==> src/rtl/apb_master.sv <==
// apb_master: single-outstanding APB bridge.
// Accepts one command on a valid/ready port. Runs an APB SETUP/ACCESS
// transfer to slave cmd_id (1..3) and returns one response strobe per command.
// An id of 0 is answered with an error response and causes no bus activity.
//
// Ports:
//   clk, reset (async, active-low)
//   cmd_valid/cmd_ready, cmd_write, cmd_id[1:0], cmd_addr, cmd_wdata : command port
//   rsp_valid, rsp_rdata, rsp_err                                     : response port
//   psel[1:0], penable, pwrite, paddr, pwdata, prdata, pready         : APB bus
//
// Optional feature: define APB_MASTER_TIMEOUT_EN to abort an ACCESS phase
// with rsp_err after TIMEOUT cycles that have pready low.
module apb_master #(
  parameter int unsigned ADDR_W  = 8,
  parameter int unsigned DATA_W  = 8,
  parameter int unsigned TIMEOUT = 16
) (
  input  logic              clk,
  input  logic              reset,
  input  logic              cmd_valid,
  output logic              cmd_ready,
  input  logic              cmd_write,
  input  logic [1:0]        cmd_id,
  input  logic [ADDR_W-1:0] cmd_addr,
  input  logic [DATA_W-1:0] cmd_wdata,
  output logic              rsp_valid,
  output logic [DATA_W-1:0] rsp_rdata,
  output logic              rsp_err,
  output logic [1:0]        psel,
  output logic              penable,
  output logic              pwrite,
  output logic [ADDR_W-1:0] paddr,
  output logic [DATA_W-1:0] pwdata,
  input  logic [DATA_W-1:0] prdata,
  input  logic              pready
);

  if (TIMEOUT < 2 || TIMEOUT > 255) begin : g_bad_timeout
    $error("apb_master: TIMEOUT must be in 2..255");
  end

  typedef enum logic [1:0] {IDLE, SETUP, ACCESS, DONE} state_t;

  state_t              state_q, state_d;
  logic                cmd_ready_d;
  logic                rsp_valid_d;
  logic [DATA_W-1:0]   rsp_rdata_d;
  logic                rsp_err_d;
  logic [1:0]          psel_d;
  logic                penable_d;
  logic                pwrite_d;
  logic [ADDR_W-1:0]   paddr_d;
  logic [DATA_W-1:0]   pwdata_d;

`ifdef APB_MASTER_TIMEOUT_EN
  localparam logic [7:0] WAIT_LAST = 8'(TIMEOUT - 1);
  logic [7:0] wait_cnt_q, wait_cnt_d;
`endif

  // Every output is a flop; the comb block computes each one's next value.
  // The APB address/data/direction flops double as the command latch.
  always_comb begin
    state_d     = state_q;
    rsp_valid_d = 1'b0;
    rsp_rdata_d = rsp_rdata;
    rsp_err_d   = rsp_err;
    psel_d      = psel;
    penable_d   = penable;
    pwrite_d    = pwrite;
    paddr_d     = paddr;
    pwdata_d    = pwdata;
`ifdef APB_MASTER_TIMEOUT_EN
    wait_cnt_d  = wait_cnt_q;
`endif

    unique case (state_q)
      IDLE: begin
        if (cmd_valid && cmd_ready) begin
          if (cmd_id != 2'd0) begin
            psel_d   = cmd_id;
            pwrite_d = cmd_write;
            paddr_d  = cmd_addr;
            pwdata_d = cmd_wdata;
            state_d  = SETUP;
          end else begin
            rsp_err_d   = 1'b1;
            rsp_valid_d = 1'b1;
            state_d     = DONE;
          end
        end
      end
      SETUP: begin
        penable_d = 1'b1;
        state_d   = ACCESS;
`ifdef APB_MASTER_TIMEOUT_EN
        wait_cnt_d = '0;
`endif
      end
      ACCESS: begin
        if (pready) begin
          if (!pwrite) begin
            rsp_rdata_d = prdata;
          end
          rsp_err_d   = 1'b0;
          rsp_valid_d = 1'b1;
          psel_d      = 2'd0;
          penable_d   = 1'b0;
          state_d     = DONE;
        end
`ifdef APB_MASTER_TIMEOUT_EN
        else if (wait_cnt_q == WAIT_LAST) begin
          rsp_err_d   = 1'b1;
          rsp_valid_d = 1'b1;
          psel_d      = 2'd0;
          penable_d   = 1'b0;
          state_d     = DONE;
        end else begin
          wait_cnt_d = wait_cnt_q + 8'd1;
        end
`endif
      end
      DONE: begin
        state_d = IDLE;
      end
      default: begin
        state_d = IDLE;
      end
    endcase

    cmd_ready_d = (state_d == IDLE);
  end

  always_ff @(posedge clk or negedge reset) begin
    if (!reset) begin
      state_q   <= IDLE;
      cmd_ready <= 1'b1;
      rsp_valid <= 1'b0;
      rsp_rdata <= '0;
      rsp_err   <= 1'b0;
      psel      <= 2'd0;
      penable   <= 1'b0;
      pwrite    <= 1'b0;
      paddr     <= '0;
      pwdata    <= '0;
    end else begin
      state_q   <= state_d;
      cmd_ready <= cmd_ready_d;
      rsp_valid <= rsp_valid_d;
      rsp_rdata <= rsp_rdata_d;
      rsp_err   <= rsp_err_d;
      psel      <= psel_d;
      penable   <= penable_d;
      pwrite    <= pwrite_d;
      paddr     <= paddr_d;
      pwdata    <= pwdata_d;
    end
  end

`ifdef APB_MASTER_TIMEOUT_EN
  always_ff @(posedge clk or negedge reset) begin
    if (!reset) begin
      wait_cnt_q <= '0;
    end else begin
      wait_cnt_q <= wait_cnt_d;
    end
  end
`endif

endmodule

==> config.mk <==
export PLATFORM = sky130hd
export DESIGN_NAME = apb_master
export DESIGN_NICKNAME = d
export VERILOG_FILES = /design/src/rtl/apb_master.sv
export SDC_FILE = /design/constraint.sdc
export NUM_CORES = 1
export LEC_CHECK = 0
export CAP_MARGIN = 20
export CORE_MARGIN = 2
export CORE_UTILIZATION = 45
export CTS_CLUSTER_DIAMETER = 100
export DETAILED_ROUTE_END_ITERATION = 8
export PLACE_DENSITY = 0.85
export SYNTH_ARGS = -nofsm -noshare
export SYNTH_HDL_FRONTEND = slang
export SYNTH_SLANG_ARGS = --single-unit
==> constraint.sdc <==
create_clock -name clk -period 4.05 [get_ports clk]
set_clock_uncertainty 0.2 [all_clocks]
set_input_delay 0.81 -clock clk [delete_from_list [all_inputs] [get_ports clk]]
set_output_delay 0.81 -clock clk [all_outputs]
set_load 0.005 [all_outputs]
==> out/metrics.cfg, run 1 <==
[global_route]
grt_max_degree=34
grt_pass1_vias=1005
grt_use_total=0.166
overflow=0
antenna_found_initial=0
grt_first_pass_wirelength_um=4260

[critical_path]
path_max_fanout=6
critical_path_buf_inv_count=1
worst_path_max_delay_cell=dfstp_2
r2r_end=psel[1]
cp_slowest_stage_delay_ns=0.61
path_delay_family=flip-flops
path_cells=clkdlybuf4s50_1
r2r_cells=5
endpoint_kind=output pin
worst-endpoint-required_ns=3.04
r2r_slack_ns=1.91
r2r-start=state_q[0]
crit_path_start_kind=register
critPathArrivalTime_ns=1.46
crit_type=register to output pin

[routing]
dr.pass1.iters=4
wl_um=2940
vias_per_cell=4.87
final_antenna_net_count=0
wire_per_inst_um=14.2
vias=1008
drc_errors=0
dr.first_iter.drc_count=16

[clock_network]
root_buffer=clkbuf_4
cts_resized=0
numCtsBuffers=5
ctsHtreeMaxLevel=2
clockBufferDepth=2
post-cts-setup-buffers=0
cts_tree=done
hold_buffers=0
cts_sinks=33
clk_pin_slew_ns=0.10
clk_latency_ns=0.33

[finish]
antenna_cells=0
finish.utilization=0.712
drive_above_1_share=0.227
area_growth_pct=50.9
nFillCells=223
seq_area_um2=827
multi_input_area_um2=569
final_nets=198

[floorplan]
dieWidth_um=60.3
rows=20
initial_utilization=0.471
die-area_um2=3640
fp.dieH_um=60.3
core_area_um2=3030
io_pins=62

[yosys]
syn_area_um2=1430
synth_common_cells=32 x dfrtp_1, 15 x mux2_2, 10 x mux2_4
ys_types=25
yosysMostFrequentCell=dfrtp_1
synthMuxAreaShare=0.238
async_flop_share=1.00
ys_ff_latch=33
syn_nets=131
yosys.area_share.xor_xnor=0
postSynthCellCount=95
synthAdderAreaFrac=0.0438
synth_top_family_by_area=multiplexers
ys_seq_area_frac=0.579
synth_area_leaders=dfrtp_1 56%, mux2_2 12%, mux2_4 11%
synth-simple-area-share=0.0491
synthFlopType=dfrtp_1
synth_edf_count=0
synth_area_leader_cell=dfrtp_1
synth_top_cell_area_share=0.561
ys.warnings.count=0
synth_compound_area_frac=0.0684
syn_area_per_cell_um2=15.0

[placed_design]
dp_hpwl_um=2250
gp_congestion=0.815
io_buffers=61

[min_path]
hold_end=rsp_rdata[5]
min_path_type=register to register
min-delay-start=rsp_rdata[5]
holdPathStages=1

[timing]
finalMaxSlewViolations=0
max_freq_ghz=0.404
slew_headroom=0.498
period_share=0.611
min_period_ns=2.47
hold_violations=0
rsz0062_at_grt=no
setup_viol=0
setup_tns_ns=0
worst_slew_pin_slew_ns=0.752

[flow_run]
maxCapViolCount=0

[power_and_ir_drop]
leakage_nw=0.959
power.density_nw_per_um2=715
ir_drop_mv=0.395

[run_status]
status=complete, no violations

-- per-layer routing --
metal / wire length [µm] / up-vias / share of wire / global-route usage
met5: 0 / - / 0 / 0
met3: 244 / 10 / 0.083 / 0.0649
li1: - / 469 / - / -
met1: 1120 / 474 / 0.38 / 0.168
met2: 1500 / 55 / 0.51 / 0.289
met4: 74 / 0 / 0.025 / 0.0952
-- sequential cells by signal (all words and copies together), names as in the netlist --
register	cells
pwrite	1
rsp_valid	1
pwdata	8
psel	2
cmd_ready	1
state_q	2
paddr	8
rsp_err	1
rsp_rdata	8
penable	1
-- area by class of cell --
class                   count  area share
clock buffers               7      0.0302
clock inverters             1     0.00232
inverters                   4     0.00697
multi-input cells          56       0.264
flip-flops and latches     33       0.384
well taps                  44      0.0256
repair buffers             62       0.287
-- worst max path at each step --
stage,slack [ns],depth (start not counted),to,from
CTS,1.56,1,cmd_ready,cmd_ready
global placement,1.40,3,pwdata[0],cmd_id[1]
floorplan,2.11,3,paddr[0],cmd_id[1]
finish,1.58,1,cmd_ready,cmd_ready
global route,1.52,1,cmd_ready,cmd_ready
detailed placement,1.35,3,pwdata[0],cmd_id[1]
-- cell families (layout without fill, tap and decap cells) --
family | after synthesis | after routing
flip-flops | 33 | 33
AO/OA/AOI/OAI | 11 | 11
AND/OR/NAND/NOR | 13 | 13
multiplexers | 27 | 27
adder cells (fa/ha/maj) | 5 | 5
buffers and inverters | 6 | 74
-- worst register-to-register path: cells and delay by family (launching register included) --
family / cells / cell delay [ns]
AOI/OAI and AO/OA: 3 / 0.98
DFF: 1 / 0.39
adders and majority gates: 1 / 0.33
buffers and inverters: 1 / 0.14
-- cells in the final DEF (no fill, tap or decap), drive strengths merged --
| cell | netlist | final |
|---|---|---|
| nand2b | 2 | 2 |
| o21ai | 1 | 1 |
| nor2 | 4 | 4 |
| buf | 1 | 1 |
| clkdlybuf4s50 | 0 | 61 |
| a22o | 2 | 2 |
| a31oi | 2 | 2 |
| nand2 | 2 | 2 |
| inv | 4 | 4 |
| nand4bb | 1 | 1 |
| o22ai | 1 | 1 |
| o2111ai | 1 | 1 |
| mux2 | 25 | 25 |
| nand3 | 2 | 2 |
| a21o | 1 | 1 |
| dfstp | 1 | 1 |
| nor2b | 1 | 1 |
| clkbuf | 1 | 7 |
| a21oi | 1 | 1 |
| a21bo | 1 | 1 |
| ha | 5 | 5 |
| a211oi | 1 | 1 |
| nand3b | 1 | 1 |
| clkinv | 0 | 1 |
| mux2i | 2 | 2 |
| dfrtp | 32 | 32 |
-- stage by stage --
| step | total power [mW] | setup slack, ns | instances | hold slack, ns | area, µm² |
|---|---|---|---|---|---|
| floorplan | 0.935 | 2.11 | 95 | 0.273 | 1430 |
| global placement | 1.31 | 1.40 | 199 | 0.286 | 2080 |
| detailed placement | 1.34 | 1.35 | 199 | 0.293 | 2080 |
| CTS | 1.56 | 1.56 | 207 | 0.315 | 2150 |
| global route | 1.64 | 1.52 | 207 | 0.326 | 2150 |
| finish | 1.54 | 1.58 | 207 | 0.310 | 2150 |
-- where the power goes --
group | switching [mW] | total (mW) | leakage (nW) | internal, mW
logic | 0.243 | 0.740 | 0.519 | 0.496
registers | 0.0956 | 0.591 | 0.399 | 0.496
clock network | 0.109 | 0.209 | 0.0413 | 0.101
total | 0.447 | 1.54 | 0.959 | 1.09
Note: power is estimated with default switching activity, not from simulation.
==> run 2: changes to the inputs <==
--- a/config.mk
+++ b/config.mk
@@ -7,10 +7,10 @@
 export LEC_CHECK = 0
 export CAP_MARGIN = 20
 export CORE_MARGIN = 2
-export CORE_UTILIZATION = 45
+export CORE_UTILIZATION = 41
 export CTS_CLUSTER_DIAMETER = 100
 export DETAILED_ROUTE_END_ITERATION = 8
-export PLACE_DENSITY = 0.85
+export PLACE_DENSITY = 0.78
 export SYNTH_ARGS = -nofsm -noshare
 export SYNTH_HDL_FRONTEND = slang
 export SYNTH_SLANG_ARGS = --single-unit
==> constraint.sdc (replaced) <==
create_clock -name clk -period 2.5 [get_ports clk]
set_clock_uncertainty 0.2 [all_clocks]
set_input_delay 0.5 -clock clk [delete_from_list [all_inputs] [get_ports clk]]
set_output_delay 0.5 -clock clk [all_outputs]
set_load 0.005 [all_outputs]
==> run 2 against run 1 <==
Net effect:
- global-route usage increased by 0.82 points
- clock power increased by 65%
- total power increased by 63%
- critical endpoint unchanged
- largest cell class unchanged
==> out/metrics.cfg, run 2 (synthesized netlist as in run 1, its figures left out) <==
[run_status]
status=complete, no violations

[min_path]
min_path_type=register to register

[clock_network]
clk_pin_slew_ns=0.10
post-cts-setup-buffers=0
root_buffer=clkbuf_4
cts_tree=done
clk_latency_ns=0.34
numCtsBuffers=5
clockBufferDepth=2
ctsHtreeMaxLevel=2
hold_buffers=0
cts_resized=0
cts_sinks=33

[power_and_ir_drop]
leakage_nw=0.969
power.density_nw_per_um2=1150
p_total_mw=2.51
ir_drop_mv=0.665

[critical_path]
worst_path_max_delay_cell=dfstp_2
path_max_fanout=6
worst-endpoint-required_ns=1.80
crit_type=register to output pin
cp_slowest_stage_delay_ns=0.61
endpoint_kind=output pin
crit_path_start_kind=register
path_cells=clkdlybuf4s50_1
critical_path_buf_inv_count=1
critPathArrivalTime_ns=1.46
path_delay_family=flip-flops

[routing]
vias_per_cell=4.77
wl_um=3170
wire_per_inst_um=15.1
dr.first_iter.drc_count=22
dr.pass1.iters=4
vias=1001
drc_errors=0
final_antenna_net_count=0

[flow_run]
maxCapViolCount=0

[timing]
hold_violations=0
worst_slew_pin_slew_ns=0.396
period_share=0.863
setup_viol=0
setup_tns_ns=0
min_period_ns=2.16
slew_headroom=0.735
max_freq_ghz=0.463
rsz0062_at_grt=no
finalMaxSlewViolations=0

[finish]
final_nets=199
seq_area_um2=827
antenna_cells=0
final_area_um2=2180
nFillCells=270
layout_commonest_cell=clkdlybuf4s50_1
drive_above_1_share=0.232
area_growth_pct=52.5
mostFrequentLayoutCells=61 x clkdlybuf4s50_1, 32 x dfrtp_1, 15 x mux2_2
top_regs=paddr: 8 flops, pwdata: 8 flops, rsp_rdata: 8 flops
finalNonFillerCells=210
multi_input_area_um2=569

[floorplan]
dieWidth_um=63.0
die-area_um2=3970
core_area_um2=3340
rows=21
io_pins=62
fp.dieH_um=63.0
initial_utilization=0.428

[global_route]
grt_pass1_vias=1095
grt_max_degree=34
overflow=0
antenna_found_initial=0
grt_first_pass_wirelength_um=5190
grt_use_total=0.174

[placed_design]
io_buffers=61
dp_hpwl_um=2420
placed_cell_area_um2=2110
gp_congestion=0.776
dp.cells=202

[run 2: changes by cell type in the layout (fill, tap and decap cells not counted)]
cell / previous run / this run
buf_12: 0 / 1
[run 2: where the power goes]
group / internal [mW] / switching (mW)
Combinational: 0.809 / 0.411
Clock: 0.163 / 0.182
Sequential: 0.803 / 0.146
Total: 1.77 / 0.739
[run 2: per-layer routing]
| layer | share of wire | GRT usage |
|---|---|---|
| met4 | 0.020 | 0.0750 |
| met5 | 0 | 0 |
| met2 | 0.52 | 0.293 |
| met3 | 0.072 | 0.0757 |
| met1 | 0.39 | 0.191 |
[run 2: final timing paths]
kind / cells after the start / startpoint / end / slack [ns]
max: 1 / cmd_ready / cmd_ready / 0.34
min: 1 / pwdata[2] / pwdata[2] / 0.31
max reg2reg: 5 / state_q[0] / paddr[3] / 0.65
min reg2reg: 1 / pwdata[2] / pwdata[2] / 0.31
max in group asynchronous: 2 / reset / cmd_ready / 1.43
min in group asynchronous: 2 / reset / psel[0] / 0.34
[run 2: final cells by class]
class                           count  area share
Multi-Input combinational cell     56       0.261
Clock buffer                        7      0.0299
Timing Repair Buffer               63       0.293
Tap cell                           46      0.0264
Inverter                            4     0.00690
Sequential cell                    33       0.380
Clock inverter                      1     0.00230
[run 2: metrics by stage]
step	util	setup slack, ns	hold slack, ns
floorplan	-	0.703	0.00441
global placement	0.631	0.364	0.267
detailed placement	0.631	0.352	0.291
CTS	0.652	0.325	0.316
global route	0.652	0.271	0.331
finish	0.652	0.342	0.312
==> run 3: changes to the inputs <==
--- a/config.mk
+++ b/config.mk
@@ -8,7 +8,6 @@
 export CAP_MARGIN = 20
 export CORE_MARGIN = 2
 export CORE_UTILIZATION = 41
-export CTS_CLUSTER_DIAMETER = 100
 export DETAILED_ROUTE_END_ITERATION = 8
 export PLACE_DENSITY = 0.78
 export SYNTH_ARGS = -nofsm -noshare
==> results of run 3 <==
Same layout as run 2: the final DEF is identical, and so are final timing and power.
